File: src/rtl/multiply_pkg.sv
// multiply_pkg: default widths and derived constants for the multiply block
package multiply_pkg;
  localparam int MUL_WIDTH_A = 10;
  localparam int MUL_WIDTH_B = 10;
  localparam int MUL_HALF_B = MUL_WIDTH_B / 2;
  localparam int MUL_OUT_W = MUL_WIDTH_A + MUL_WIDTH_B;
endpackage

File: src/rtl/multiply_half.sv
// multiply_half: combinational WIDTH_A x WIDTH_H unsigned multiplier from AND rows and an adder tree
module multiply_half import multiply_pkg::*; #(
  parameter int WIDTH_A = MUL_WIDTH_A,
  parameter int WIDTH_H = MUL_HALF_B
) (
  input  logic [WIDTH_A-1:0]         A,
  input  logic [WIDTH_H-1:0]         B,
  output logic [WIDTH_A+WIDTH_H-1:0] out
);
  localparam int W = WIDTH_A + WIDTH_H;
  // heap-ordered tree: leaves at WIDTH_H-1.., node k sums children 2k+1 and 2k+2
  logic [W-1:0] node [2*WIDTH_H-1];
  for (genvar i = 0; i < WIDTH_H; i++) begin : g_row
    assign node[WIDTH_H-1+i] = (W'(A) << i) & {W{B[i]}};
  end
  for (genvar k = 0; k < WIDTH_H-1; k++) begin : g_sum
    assign node[k] = node[2*k+1] + node[2*k+2];
  end
  assign out = node[0];
endmodule

File: src/rtl/multiply.sv
// multiply: two-stage pipelined unsigned WIDTH_A x WIDTH_B multiplier
module multiply import multiply_pkg::*; #(
  parameter int WIDTH_A = MUL_WIDTH_A,
  parameter int WIDTH_B = MUL_WIDTH_B
) (
  input  logic                       clk,
  input  logic                       rst,
  input  logic [WIDTH_A-1:0]         A,
  input  logic [WIDTH_B-1:0]         B,
  output logic [WIDTH_A+WIDTH_B-1:0] out
);
  localparam int H = WIDTH_B / 2;
  localparam int W = WIDTH_A + H;
  localparam int OW = WIDTH_A + WIDTH_B;
  logic [W-1:0] lo_c, hi_c, p_lo, p_hi;
  multiply_half #(.WIDTH_A(WIDTH_A), .WIDTH_H(H)) u_lo (.A(A), .B(B[H-1:0]), .out(lo_c));
  multiply_half #(.WIDTH_A(WIDTH_A), .WIDTH_H(H)) u_hi (.A(A), .B(B[WIDTH_B-1:H]), .out(hi_c));
  always_ff @(posedge clk) begin
    if (rst) begin
      p_lo <= '0;
      p_hi <= '0;
      out  <= '0;
    end else begin
      p_lo <= lo_c;
      p_hi <= hi_c;
      out  <= OW'(p_lo) + (OW'(p_hi) << H);
    end
  end
endmodule

File: config.mk
export PLATFORM = sky130hd
export DESIGN_NAME = multiply
export DESIGN_NICKNAME = d
export VERILOG_FILES = /design/src/rtl/multiply_pkg.sv /design/src/rtl/multiply_half.sv /design/src/rtl/multiply.sv
export SDC_FILE = /design/constraint.sdc
export NUM_CORES = 1
export LEC_CHECK = 0
export CORE_MARGIN = 2
export CORE_UTILIZATION = 55
export DETAILED_ROUTE_END_ITERATION = 7
export PLACE_DENSITY_LB_ADDON = 0.05
export SKIP_LAST_GASP = 1
export SLEW_MARGIN = 5
export SYNTH_ARGS = -nofsm -noshare
export SYNTH_HDL_FRONTEND = slang
export SYNTH_SLANG_ARGS = --single-unit
File: constraint.sdc
create_clock -name clk -period 5.4 [get_ports clk]
set_input_delay 1.35 -clock clk [delete_from_list [all_inputs] [get_ports clk]]
set_output_delay 1.35 -clock clk [all_outputs]
set_load 0.01 [all_outputs]
==> metrics.log, run 1 <==
[metrics] floorplan die height: 96.7 um
[metrics] antenna violations before repair: 0
[metrics] slew at the pin closest to its max-slew limit: 0.984 ns
[metrics] antenna cells: 0
[metrics] Final nets: 693
[metrics] remaining design rule violation count: 0
[metrics] gate count after technology mapping: 521
[metrics] most numerous cell on the critical path: sky130_fd_sc_hd__fa_1
[metrics] combinational share of power: 55.8%
[metrics] cell breakdown of the critical path: clkdlybuf4s50_1, and2_1, fa_1, fa_1, fa_1, ha_1, fa_1, a21oi_2, o2111ai_1, a311oi_1, xor2_1, nor2_1
[metrics] chip width: 96.7 um
[metrics] clock share of power: 14.6%
[metrics] Port Buffers: 41
[metrics] critical path fanouts, max: 10
[metrics] Top delay family on crit path: adder cells
[metrics] outcome: complete, no violations
[metrics] crit path to: p_lo[14]
[metrics] number of DRC markers in iteration 0: 111
[metrics] RSZ-0062 raised after global routing: false
[metrics] Crit. Startpoint: A[2]
[metrics] Total Power: 1.75 mW
[metrics] net switching power: 0.673 mW
[metrics] core area: 8260 um2
[metrics] All-Layer GR Usage: 19.6%
[metrics] residual antenna-violating net count after detailed routing: 0
[metrics] Warnings, synthesis: 0
[metrics] Most used DFF post-synth: sky130_fd_sc_hd__dfxtp_1
[metrics] combined buffer and inverter count along the critical path: 1
[metrics] post-layout worst setup margin: 0.274 ns
[metrics] flip-flop and latch count after synthesis: 50
[metrics] number of vias per cell: 5.16
[metrics] number of distinct standard cells referenced by the synthesized netlist: 50
[metrics] Reg2Reg Depth: 8
[metrics] cell area power density: 321 nW/um2
[metrics] total CTS buffers: 5
[metrics] fraction of power spent switching nets: 38.5%
[metrics] Seq/Total Area, Yosys: 21.2%
[metrics] sequential share of power: 29.6%
[metrics] number of max-cap violations: 0
[metrics] number of top-level pins: 42
[metrics] proportion of synthesized flip-flops having asynchronous set or reset: 0%
[metrics] sink count of the clock tree: 50
[metrics] number of rows in the core area: 33
[metrics] Root Buffer: sky130_fd_sc_hd__clkbuf_8
[metrics] post-DP HPWL: 7.26 mm
[metrics] post-route core utilization: 65.9%
[metrics] delay of the slowest critical-path stage: 0.60 ns
[metrics] shortest period the worst path allows: 5.13 ns
[metrics] clock-pin transition on the worst setup and hold timing paths: 0.09 ns
[metrics] die area: 9350 um2
[metrics] Placement Setup Slack: -0.0436 ns
[metrics] Fmax achieved: 195 MHz
[metrics] count of flip-flops with a built-in enable after synthesis: 0
[metrics] initial core utilization: 57.2%
[metrics] final count of pins violating max slew: 0
[metrics] standby leakage power: 2.56 nW
[metrics] pin count of the biggest net entering global routing: 62
[metrics] Critical Path RT: 5.55 ns
[metrics] Critical Path Stages: 12
[metrics] total wire length after detailed routing: 8.62 mm
[metrics] Worst R2R Start: p_lo[5]
[metrics] startpoint-to-endpoint class of the critical path: input port to register
[metrics] TritonRoute pass-1 iters: 4
[metrics] Setup Buffers After CTS: 0
[metrics] Syn Std Cell Area: 4730 um2
[metrics] placed standard-cell area: 5330 um2
[metrics] final number of setup-violating endpoints: 0
[metrics] dpl cells: 668
[metrics] overflow left after global routing: 0
[metrics] Routed WL per cell: 12.8 um
[metrics] first-pass GRT wire length: 15.6 mm
[metrics] Max-slew headroom: 34.4%
[metrics] Critical R2R Capture: out[19]
[metrics] post-synthesis to final-layout area growth: 15.2%
[metrics] share of layout cells above drive strength 1: 6.48%
[metrics] Hold Vio Cnt, Final: 0
[metrics] Max Buffers Root-to-Sink: 2
[metrics] number of gates resized after cts: 0
[metrics] source-to-sink clock delay at the later pin of the worst-skew pair: 0.29 ns
[metrics] slowest stage cell on the critical path: sky130_fd_sc_hd__clkdlybuf4s50_1
[metrics] number of levels in the clock H-tree: 2
[metrics] type of the tightest min-delay check: register to register
[metrics] Worst Skew: 0.00558 ns
[metrics] TritonCTS clock tree: yes
[metrics] routability congestion estimate from global placement: 0.851
[metrics] CP startpoint kind: input port
[metrics] arrival time at the worst endpoint: 5.28 ns
[metrics] Max IR drop VDD: 0.163 mV
[metrics] portion of the clock cycle consumed by the worst path in the final layout: 94.9%
[metrics] Final Instance Area: 5440 um2
[metrics] Hold-fix buffers, CTS: 0
[metrics] Avg Synthesized Cell Area: 9.07 um2
[metrics] syn_nets: 644
[metrics] register-to-register path setup slack: 3.27 ns
[metrics] sort of element at the end of the critical path: register
[metrics] number of vias after detailed routing: 3488
[metrics] vias in the first global route: 3517
[metrics] Cell Count, Final, Fillers Out: 676
[metrics] Internal Pwr Total: 1.08 mW
cell families (layout without fill, tap and decap cells):
logic type                 after synthesis  after routing  share of synthesized area (%)
buffers and inverters                   75            125                           5.98
AOI/OAI and AO/OA                       65             65                           9.90
DFF                                     50             50                           21.2
muxes                                    6              6                           1.40
xor gates and xnor gates                18             18                           3.34
and+or+nand+nor                        206            206                           23.0
adders and majority gates              101            101                           35.2
metal layers:
metal | vias up | track usage [%] | share of wire (%)
met5 | - | 0 | 0
met1 | 1629 | 27.7 | 51
met2 | 66 | 33.2 | 45
li1 | 1784 | - | -
met4 | 0 | 4.77 | 1.4
met3 | 9 | 1.16 | 2.6
Yosys cell counts (3+ instances only):
cell type                  instances  area (um2)
sky130_fd_sc_hd__fa_1             53        1060
sky130_fd_sc_hd__o21ai_0           6        30.0
sky130_fd_sc_hd__ha_1             48         601
sky130_fd_sc_hd__clkbuf_1         13        48.8
sky130_fd_sc_hd__a211oi_1          5        37.5
sky130_fd_sc_hd__a21oi_1          14        70.1
sky130_fd_sc_hd__a31oi_1           3        18.8
sky130_fd_sc_hd__nor2_1           37         139
sky130_fd_sc_hd__nand2b_1          4        25.0
sky130_fd_sc_hd__a21oi_2           4        35.0
sky130_fd_sc_hd__nor3_1            6        30.0
sky130_fd_sc_hd__and2_1           63         394
sky130_fd_sc_hd__a21o_1            8        60.1
sky130_fd_sc_hd__buf_1             3        11.3
sky130_fd_sc_hd__mux2_1            5        56.3
sky130_fd_sc_hd__nor2b_1          24         150
sky130_fd_sc_hd__nand3_1           9        45.0
sky130_fd_sc_hd__xor2_1           10        87.6
sky130_fd_sc_hd__o21bai_1          3        22.5
sky130_fd_sc_hd__xnor2_1           8        70.1
sky130_fd_sc_hd__nand2_1          47         176
sky130_fd_sc_hd__inv_1            58         218
sky130_fd_sc_hd__dfxtp_1          50        1000
sky130_fd_sc_hd__a21boi_0          4        30.0
state kept, by name, indices dropped and copies added (netlist names):
name / flops
out: 20
p_hi: 15
p_lo: 15
worst min-delay path by stage:
stage	cells past startpoint	from	to	slack [ns]
floorplan	1	p_lo[0]	out[0]	0.41
global placement	1	p_lo[1]	out[1]	0.42
detailed placement	1	p_lo[2]	out[2]	0.42
CTS	1	p_lo[2]	out[2]	0.44
global route	1	p_lo[3]	out[3]	0.45
finish	1	p_lo[2]	out[2]	0.43
area by class of cell:
class,count,area [um2]
multi-input cells,396,3440
fillers,697,2820
flip-flops and latches,50,1000
repair buffers,59,541
inverters,58,218
well taps,105,131
clock buffers,6,72.6
clock inverters,2,37.5
through the flow:
stage,hold slack (ns),TNS (ns)
floorplan,0.414,0
global placement,0.416,0
detailed placement,0.420,-0.0714
CTS,0.437,0
global route,0.447,0
finish,0.434,0
power groups by stage:
stage | Clock [mW] | Sequential, mW | Combinational [mW]
after CTS | 0.263 | 0.519 | 0.982
after global placement | 0 | 0.525 | 0.956
final | 0.255 | 0.517 | 0.975
after floorplan | 0 | 0.533 | 0.700
after detailed placement | 0 | 0.527 | 0.974
after global routing | 0.276 | 0.531 | 1.11
layout by cell type, fill, tap and decap left out, types with 3 or more instances in the layout:
cell type / Yosys / routed
sky130_fd_sc_hd__nor2b_1: 24 / 24
sky130_fd_sc_hd__a31oi_1: 3 / 3
sky130_fd_sc_hd__inv_1: 58 / 58
sky130_fd_sc_hd__a211oi_1: 5 / 5
sky130_fd_sc_hd__a21o_1: 8 / 8
sky130_fd_sc_hd__nand2_1: 47 / 47
sky130_fd_sc_hd__mux2_1: 5 / 5
sky130_fd_sc_hd__buf_4: 0 / 18
sky130_fd_sc_hd__o21ai_0: 6 / 6
sky130_fd_sc_hd__xnor2_1: 8 / 8
sky130_fd_sc_hd__dfxtp_1: 50 / 50
sky130_fd_sc_hd__nor2_1: 37 / 37
sky130_fd_sc_hd__clkdlybuf4s50_1: 0 / 40
sky130_fd_sc_hd__a21oi_2: 4 / 4
sky130_fd_sc_hd__o21bai_1: 3 / 3
sky130_fd_sc_hd__clkbuf_8: 0 / 5
sky130_fd_sc_hd__nand3_1: 9 / 9
sky130_fd_sc_hd__nand2b_1: 4 / 4
sky130_fd_sc_hd__nor3_1: 6 / 6
sky130_fd_sc_hd__xor2_1: 10 / 10
sky130_fd_sc_hd__ha_1: 48 / 48
sky130_fd_sc_hd__a21boi_0: 4 / 4
sky130_fd_sc_hd__fa_1: 53 / 53
sky130_fd_sc_hd__a21oi_1: 14 / 14
sky130_fd_sc_hd__and2_1: 63 / 63
(Power assumes the default switching activity.)
==> run 2: changes to the inputs <==
ABC_AREA = 1   (was default)
==> metrics.log, run 2 <==
[metrics] fraction of power spent switching nets: 44.5% (+6.1 points)
[metrics] number of DRC markers in iteration 0: 201 (+81%)
[metrics] Hold-fix buffers, CTS: 0 (unchanged)
[metrics] proportion of synthesized flip-flops having asynchronous set or reset: 0% (unchanged)
[metrics] combinational share of power: 58.2% (+2.4 points)
[metrics] net switching power: 0.786 mW (+17%)
[metrics] standby leakage power: 3.50 nW (+37%)
[metrics] overflow left after global routing: 0 (unchanged)
[metrics] post-route core utilization: 62.7% (-3.3 points)
[metrics] core area: 9200 um2 (+11%)
[metrics] number of levels in the clock H-tree: 2 (unchanged)
[metrics] number of gates resized after cts: 0 (unchanged)
[metrics] number of max-cap violations: 0 (unchanged)
[metrics] register-to-register path setup slack: 3.63 ns (+0.36 ns)
[metrics] Worst Skew: 0.00651 ns (+0.000932 ns)
[metrics] number of vias per cell: 4.91 (-4.8%)
[metrics] most numerous cell in the Yosys netlist: sky130_fd_sc_hd__nand2_1
[metrics] total wire length after detailed routing: 10.8 mm (+25%)
[metrics] Max-slew headroom: 42.3% (+7.8 points)
[metrics] flip-flop and latch count after synthesis: 50 (unchanged)
[metrics] Reg2Reg Depth: 11 (+3)
[metrics] chip width: 101 um (+4.7%)
[metrics] floorplan die height: 101 um (+4.7%)
[metrics] grt met3 use: 1.93% (+0.78 points)
[metrics] largest registers: out: 20 flops, p_hi: 15 flops, p_lo: 15 flops
[metrics] biggest area consumer among synthesized cells: sky130_fd_sc_hd__fa_1
[metrics] Hold Crit Endpoint: out[2]
[metrics] most used cells in the layout excluding fill and tap cells: 221 x sky130_fd_sc_hd__nand2_1, 193 x sky130_fd_sc_hd__inv_1, 73 x sky130_fd_sc_hd__nor2_1
[metrics] delay of the slowest critical-path stage: 0.72 ns (+0.12 ns)
[metrics] Max Buffers Root-to-Sink: 2 (unchanged)
[metrics] Hold Vio Cnt, Final: 0 (unchanged)
[metrics] post-synthesis to final-layout area growth: 10.9%
[metrics] Syn Std Cell Area: 5200 um2 (+10%)
[metrics] cell breakdown of the critical path: clkdlybuf4s50_1, nand2_1, fa_1, fa_1, fa_1, inv_1, ha_1, inv_1, fa_1, inv_1, nand3_1, nand3_1, nand4_1, a21oi_1, nor2_1
[metrics] Setup Buffers After CTS: 0 (unchanged)
[metrics] Critical R2R Capture: out[17]
[metrics] slew at the pin closest to its max-slew limit: 0.861 ns (-0.123 ns)
[metrics] pin count of the biggest net entering global routing: 28 (-55%)
[metrics] most numerous cell on the critical path: sky130_fd_sc_hd__fa_1
[metrics] grt met2 use: 40.8% (+7.6 points)
[metrics] count of flip-flops with a built-in enable after synthesis: 0 (unchanged)
[metrics] RSZ-0062 raised after global routing: false
[metrics] portion of the clock cycle consumed by the worst path in the final layout: 89.5% (-5.5 points)
[metrics] Routed WL per cell: 11.9 um (-6.7%)
[metrics] final count of pins violating max slew: 0 (unchanged)
[metrics] All-Layer GR Usage: 24.1% (+4.5 points)
[metrics] CP startpoint kind: input port
[metrics] Most Crowded Layer GR: met2
[metrics] initial core utilization: 56.5% (-0.71 points)
[metrics] outcome: complete, no violations
[metrics] placed standard-cell area: 5660 um2 (+6.2%)
[metrics] syn_nets: 892 (+39%)
[metrics] cell types occupying the most area after synthesis: sky130_fd_sc_hd__fa_1 20%, sky130_fd_sc_hd__dfxtp_1 19%, sky130_fd_sc_hd__nand2_1 16%
[metrics] area share of the leading cell type in the synthesized netlist: 20.4% (-2.0 points)
[metrics] sequential share of power: 28.7% (-0.9 points)
[metrics] sink count of the clock tree: 50 (unchanged)
[metrics] remaining design rule violation count: 0 (unchanged)
[metrics] arrival time at the worst endpoint: 5.04 ns (-0.24 ns)
[metrics] antenna cells: 0 (unchanged)
[metrics] number of cells on the worst hold path: 2 (+1)
[metrics] Final Instance Area: 5760 um2 (+5.9%)
[metrics] flip-flop count of the largest register, all copies and words added: 20 (unchanged)
[metrics] clock-pin transition on the worst setup and hold timing paths: 0.09 ns (about the same)
[metrics] launch instance of the worst min-delay path: p_lo[2]
[metrics] Filler Cells Inserted: 860 (+23%)
[metrics] type of the tightest min-delay check: register to register
[metrics] Avg Synthesized Cell Area: 6.76 um2 (-25%)
[metrics] number of top-level pins: 42 (unchanged)
[metrics] Seq/Total Area, Yosys: 19.3% (-1.9 points)
[metrics] Final nets: 918 (+32%)
[metrics] most common cell after layout, fill and taps aside: sky130_fd_sc_hd__nand2_1
[metrics] first-pass GRT wire length: 19.9 mm (+27%)
[metrics] Root Buffer: sky130_fd_sc_hd__clkbuf_8
[metrics] critical path fanouts, max: 10 (unchanged)
[metrics] total CTS buffers: 5 (unchanged)
[metrics] routability congestion estimate from global placement: 0.891 (+4.7%)
[metrics] synth cell count leaders: 221 x sky130_fd_sc_hd__nand2_1, 193 x sky130_fd_sc_hd__inv_1, 73 x sky130_fd_sc_hd__nor2_1, 53 x sky130_fd_sc_hd__fa_1, 50 x sky130_fd_sc_hd__dfxtp_1
[metrics] Warnings, synthesis: 0 (unchanged)
[metrics] Worst R2R Start: p_lo[5]
[metrics] number of vias after detailed routing: 4457 (+28%)
[metrics] share of layout cells above drive strength 1: 3.27% (-3.2 points)
[metrics] source-to-sink clock delay at the later pin of the worst-skew pair: 0.31 ns (+0.02 ns)
[metrics] TritonRoute pass-1 iters: 5 (+1)
[metrics] cell area power density: 306 nW/um2 (-4.6%)
[metrics] gate count after technology mapping: 769 (+48%)
[metrics] Critical Path RT: 5.60 ns (+0.05 ns)
[metrics] TritonCTS clock tree: yes
[metrics] startpoint-to-endpoint class of the critical path: input port to register
[metrics] met1 usage: 32.2% (+4.5 points)
[metrics] number of distinct standard cells referenced by the synthesized netlist: 30 (-40%)
[metrics] vias in the first global route: 4516 (+28%)
[metrics] final number of setup-violating endpoints: 0 (unchanged)
[metrics] number of rows in the core area: 35 (+6.1%)
[metrics] antenna violations before repair: 0 (unchanged)
[metrics] Port Buffers: 41 (unchanged)
[metrics] Most used DFF post-synth: sky130_fd_sc_hd__dfxtp_1
[metrics] residual antenna-violating net count after detailed routing: 0 (unchanged)
[metrics] shortest period the worst path allows: 4.83 ns (-0.295 ns)
[metrics] post-DP HPWL: 8.97 mm (+24%)
[metrics] sort of element at the end of the critical path: register
[metrics] Biggest register: out
[metrics] Fmax achieved: 207 MHz (+6.1%)
[metrics] slowest stage cell on the critical path: sky130_fd_sc_hd__clkdlybuf4s50_1
[metrics] setup TNS: 0 ns (unchanged)
[metrics] Max IR drop VDD: 0.123 mV (-25%)
[metrics] die area: 10200 um2 (+9.6%)
[metrics] Internal Pwr Total: 0.979 mW (-8.9%)
[metrics] clock share of power: 13.1% (-1.5 points)
-- run 2: cell count changes after synthesis, sizes merged, moves of 10 or more --
cell	change
nand2	+179
inv	+136
and2	-62
nor2	+42
nand3	+27
nor2b	-25
a21oi	+13
clkbuf	+10
-- run 2: per-layer routing --
| layer | up-vias | share of wire, % |
|---|---|---|
| met5 | - | 0 |
| met4 | 0 | 3.1 |
| met3 | 20 | 3.6 |
| met2 | 114 | 47 |
| met1 | 2030 | 46 |
| li1 | 2293 | - |
-- run 2: cell type report --
class	instances	area, um2	share of cell area [%]
Clock inverter	2	16.3	0.282
Tap cell	111	139	2.41
Clock buffer	6	82.6	1.43
Sequential cell	50	1000	17.4
Timing Repair Buffer	44	433	7.51
Inverter	195	732	12.7
Multi-Input combinational cell	499	3360	58.3
-- run 2: per-stage QoR --
step / total power, mW / cells / setup WS [ns] / hold slack, ns
floorplan: 1.25 / 769 / 0.971 / 0.388
global placement: 1.51 / 899 / 0.288 / 0.396
detailed placement: 1.54 / 899 / 0.254 / 0.393
CTS: 1.78 / 907 / 0.564 / 0.406
global route: 1.97 / 907 / 0.270 / 0.432
finish: 1.77 / 907 / 0.568 / 0.406
-- run 2: worst max-delay path by stage --
| stage | start | end | slack (ns) | cells past startpoint |
|---|---|---|---|---|
| after detailed placement | B[6] | p_hi[12] | 0.25 | 17 |
| after floorplan | B[7] | p_hi[12] | 0.97 | 15 |
| after global placement | B[6] | p_hi[12] | 0.29 | 17 |
| final | A[2] | p_hi[12] | 0.57 | 15 |
| after global routing | B[6] | p_hi[12] | 0.27 | 17 |
| after CTS | B[6] | p_hi[12] | 0.56 | 17 |
-- run 2: kinds of logic (layout without fill, tap and decap cells) --
kind of cell	Yosys count	after routing	synth area share (%)
flops	50	50	19.3
simple gates	347	347	27.3
compound gates	49	49	5.01
buf+inv	220	247	16.1
xor+xnor	2	2	0.337
fa+ha+maj	101	101	32.0
-- run 2: critical path, delay by kind of cell --
| family | cells | cell delay, ns |
|---|---|---|
| AND/OR/NAND/NOR | 5 | 0.53 |
| AO/OA/AOI/OAI | 1 | 0.15 |
| adder cells (fa/ha/maj) | 5 | 2.02 |
| buffers and inverters | 4 | 0.99 |
-- run 2: power groups by stage --
stage	clock (mW)	combinational [mW]	sequential, mW
after floorplan	0	0.726	0.526
after global placement	0	0.997	0.516
after detailed placement	0	1.02	0.517
after CTS	0.239	1.03	0.508
after global routing	0.255	1.20	0.517
final	0.232	1.03	0.507
==> run 3: changes to the inputs <==
RECOVER_POWER = 100   (was default)
==> metrics.log, run 3 (same netlist as run 2, synthesis figures left out) <==
[metrics] Final Instance Area: 5760 um2 (unchanged)
[metrics] floorplan die height: 101 um (unchanged)
[metrics] standby leakage power: 3.56 nW (+1.5%)
[metrics] TritonCTS clock tree: yes
[metrics] routability congestion estimate from global placement: 0.891 (unchanged)
[metrics] post-route core utilization: 62.7% (unchanged)
[metrics] number of DRC markers in iteration 0: 213 (+6.0%)
[metrics] hold slack: 0.406 ns (+0.00000800 ns)
[metrics] vias in the first global route: 4516 (unchanged)
[metrics] number of max-cap violations: 0 (unchanged)
[metrics] Critical R2R Capture: out[17]
[metrics] Cell Count, Final, Fillers Out: 907 (unchanged)
[metrics] Max Buffers Root-to-Sink: 2 (unchanged)
[metrics] antenna violations before repair: 0 (unchanged)
[metrics] Worst R2R Start: p_lo[5]
[metrics] final number of setup-violating endpoints: 0 (unchanged)
[metrics] Reg2Reg Depth: 11 (unchanged)
[metrics] TritonRoute pass-1 iters: 4 (-1)
[metrics] sink count of the clock tree: 50 (unchanged)
[metrics] Hold Vio Cnt, Final: 0 (unchanged)
[metrics] overflow left after global routing: 0 (unchanged)
[metrics] total wire length after detailed routing: 10.7 mm (-0.57%)
[metrics] number of levels in the clock H-tree: 2 (unchanged)
[metrics] total met3 wirelength after detailed routing: 423 um (+8.5%)
[metrics] startpoint-to-endpoint class of the critical path: input port to register
[metrics] Critical Path RT: 5.65 ns (+0.05 ns)
[metrics] Placement Setup Slack: 0.254 ns (unchanged)
[metrics] post-DP HPWL: 8.97 mm (unchanged)
[metrics] Total Power: 1.74 mW (-1.2%)
[metrics] met1 wire length: 4.92 mm (-1.7%)
[metrics] clock-pin transition on the worst setup and hold timing paths: 0.09 ns (about the same)
[metrics] Hold-fix buffers, CTS: 0 (unchanged)
[metrics] met2 WL post-DR: 5.05 mm (-0.18%)
[metrics] core area: 9200 um2 (unchanged)
[metrics] source-to-sink clock delay at the later pin of the worst-skew pair: 0.31 ns (about the same)
[metrics] sort of element at the end of the critical path: register
[metrics] CP startpoint kind: input port
[metrics] RSZ-0062 raised after global routing: false
[metrics] post-synthesis to final-layout area growth: 10.9% (unchanged)
[metrics] final count of pins violating max slew: 0 (unchanged)
[metrics] dpl cells: 899 (unchanged)
[metrics] post-layout worst setup margin: 0.481 ns (-0.0875 ns)
[metrics] critical path fanouts, max: 10 (unchanged)
[metrics] antenna cells: 0 (unchanged)
[metrics] Root Buffer: sky130_fd_sc_hd__clkbuf_8
[metrics] initial core utilization: 56.5% (unchanged)
[metrics] number of rows in the core area: 35 (unchanged)
[metrics] residual antenna-violating net count after detailed routing: 0 (unchanged)
[metrics] flip-flop count of the largest register, all copies and words added: 20 (unchanged)
[metrics] uppermost signal routing layer after detailed routing: met4
[metrics] Routed WL per cell: 11.8 um (-0.57%)
[metrics] Port Buffers: 41 (unchanged)
[metrics] Setup Buffers After CTS: 0 (unchanged)
[metrics] most used cells in the layout excluding fill and tap cells: 221 x sky130_fd_sc_hd__nand2_1, 193 x sky130_fd_sc_hd__inv_1, 73 x sky130_fd_sc_hd__nor2_1
[metrics] Max-slew headroom: 42.3% (about the same)
[metrics] outcome: complete, no violations
[metrics] pin count of the biggest net entering global routing: 28 (unchanged)
[metrics] type of the tightest min-delay check: register to register
[metrics] share of layout cells above drive strength 1: 3.27% (unchanged)
[metrics] number of cells on the worst hold path: 2 (unchanged)
[metrics] number of top-level pins: 42 (unchanged)
[metrics] first-pass GRT wire length: 19.9 mm (unchanged)
[metrics] setup TNS: 0 ns (unchanged)
[metrics] Final nets: 918 (unchanged)
[metrics] most common cell after layout, fill and taps aside: sky130_fd_sc_hd__nand2_1
[metrics] arrival time at the worst endpoint: 5.17 ns (+0.13 ns)
[metrics] Hold Crit Endpoint: out[2]
[metrics] register-to-register path setup slack: 3.63 ns (about the same)
[metrics] All-Layer GR Usage: 24.1% (unchanged)
[metrics] largest registers: out: 20 flops, p_hi: 15 flops, p_lo: 15 flops
[metrics] placed standard-cell area: 5660 um2 (unchanged)
[metrics] Biggest register: out
[metrics] area of combinational cells with multiple inputs: 3360 um2 (unchanged)
[metrics] cell area power density: 303 nW/um2 (-1.2%)
[metrics] portion of the clock cycle consumed by the worst path in the final layout: 91.1% (+1.6 points)
[metrics] FF/Latch Area: 1000 um2 (unchanged)
[metrics] Worst Skew: 0.00634 ns (-0.000171 ns)
[metrics] chip width: 101 um (unchanged)
[metrics] number of vias after detailed routing: 4442 (-0.34%)
[metrics] Max IR drop VDD: 0.121 mV (-1.2%)
[metrics] remaining design rule violation count: 0 (unchanged)
[metrics] launch instance of the worst min-delay path: p_lo[2]
[metrics] die area: 10200 um2 (unchanged)
[metrics] shortest period the worst path allows: 4.92 ns (+0.0875 ns)
[metrics] total CTS buffers: 5 (unchanged)
[metrics] Filler Cells Inserted: 860 (unchanged)
[metrics] number of vias per cell: 4.90 (-0.34%)
[metrics] slew at the pin closest to its max-slew limit: 0.861 ns (-0.000312 ns)
[metrics] Fmax achieved: 203 MHz (-1.8%)
[metrics] number of gates resized after cts: 0 (unchanged)
-- run 3: cell count changes in the layout (fill, tap and decap cells not counted) --
cell | before | now
sky130_fd_sc_hd__clkdlybuf4s50_1 | 41 | 17
sky130_fd_sc_hd__dlygate4sd3_1 | 0 | 24
sky130_fd_sc_hd__o21ai_1 | 1 | 0
sky130_fd_sc_hd__o21ai_0 | 11 | 12
-- run 3: how the worst max path moves through the flow --
stage | from | endpoint | slack [ns] | depth (start not counted)
finish | A[2] | p_lo[10] | 0.48 | 15
global route | A[2] | p_hi[12] | 0.23 | 15
detailed placement | B[6] | p_hi[12] | 0.25 | 17
global placement | B[6] | p_hi[12] | 0.29 | 17
floorplan | B[7] | p_hi[12] | 0.97 | 15
CTS | B[6] | p_hi[12] | 0.56 | 17
-- run 3: routing by layer --
metal / vias to the layer above / GRT usage (%)
met2: 107 / 40.8
met3: 20 / 1.93
met4: 0 / 9.15
li1: 2293 / -
met5: - / 0
met1: 2022 / 32.2
-- run 3: final cells by class --
type / instances / share of cell area, %
clock inverters: 2 / 0.282
repair buffers: 44 / 7.51
well taps: 111 / 2.41
clock buffers: 6 / 1.43
multi-input cells: 499 / 58.3
flip-flops and latches: 50 / 17.4
inverters: 195 / 12.7
-- run 3: worst max-delay path: stages --
cell and delay, ns:
sky130_fd_sc_hd__dlygate4sd3_1 0.79, sky130_fd_sc_hd__nand2_1 0.15, sky130_fd_sc_hd__fa_1 0.45, sky130_fd_sc_hd__inv_1 0.09
sky130_fd_sc_hd__fa_1 0.46, sky130_fd_sc_hd__fa_1 0.50, sky130_fd_sc_hd__ha_1 0.26, sky130_fd_sc_hd__fa_1 0.44
sky130_fd_sc_hd__nand2_1 0.10, sky130_fd_sc_hd__nand3_1 0.09, sky130_fd_sc_hd__nand2_1 0.13, sky130_fd_sc_hd__o21ai_0 0.14
sky130_fd_sc_hd__nand2_1 0.09, sky130_fd_sc_hd__nand2_1 0.04, sky130_fd_sc_hd__nor2_1 0.09
-- run 3: where the power goes --
part           switching, mW  total [mW]  internal, mW  leakage (nW)
clock                  0.126       0.231         0.106        0.0478
combinational          0.618        1.01         0.390          3.10
sequential            0.0366       0.504         0.468         0.414
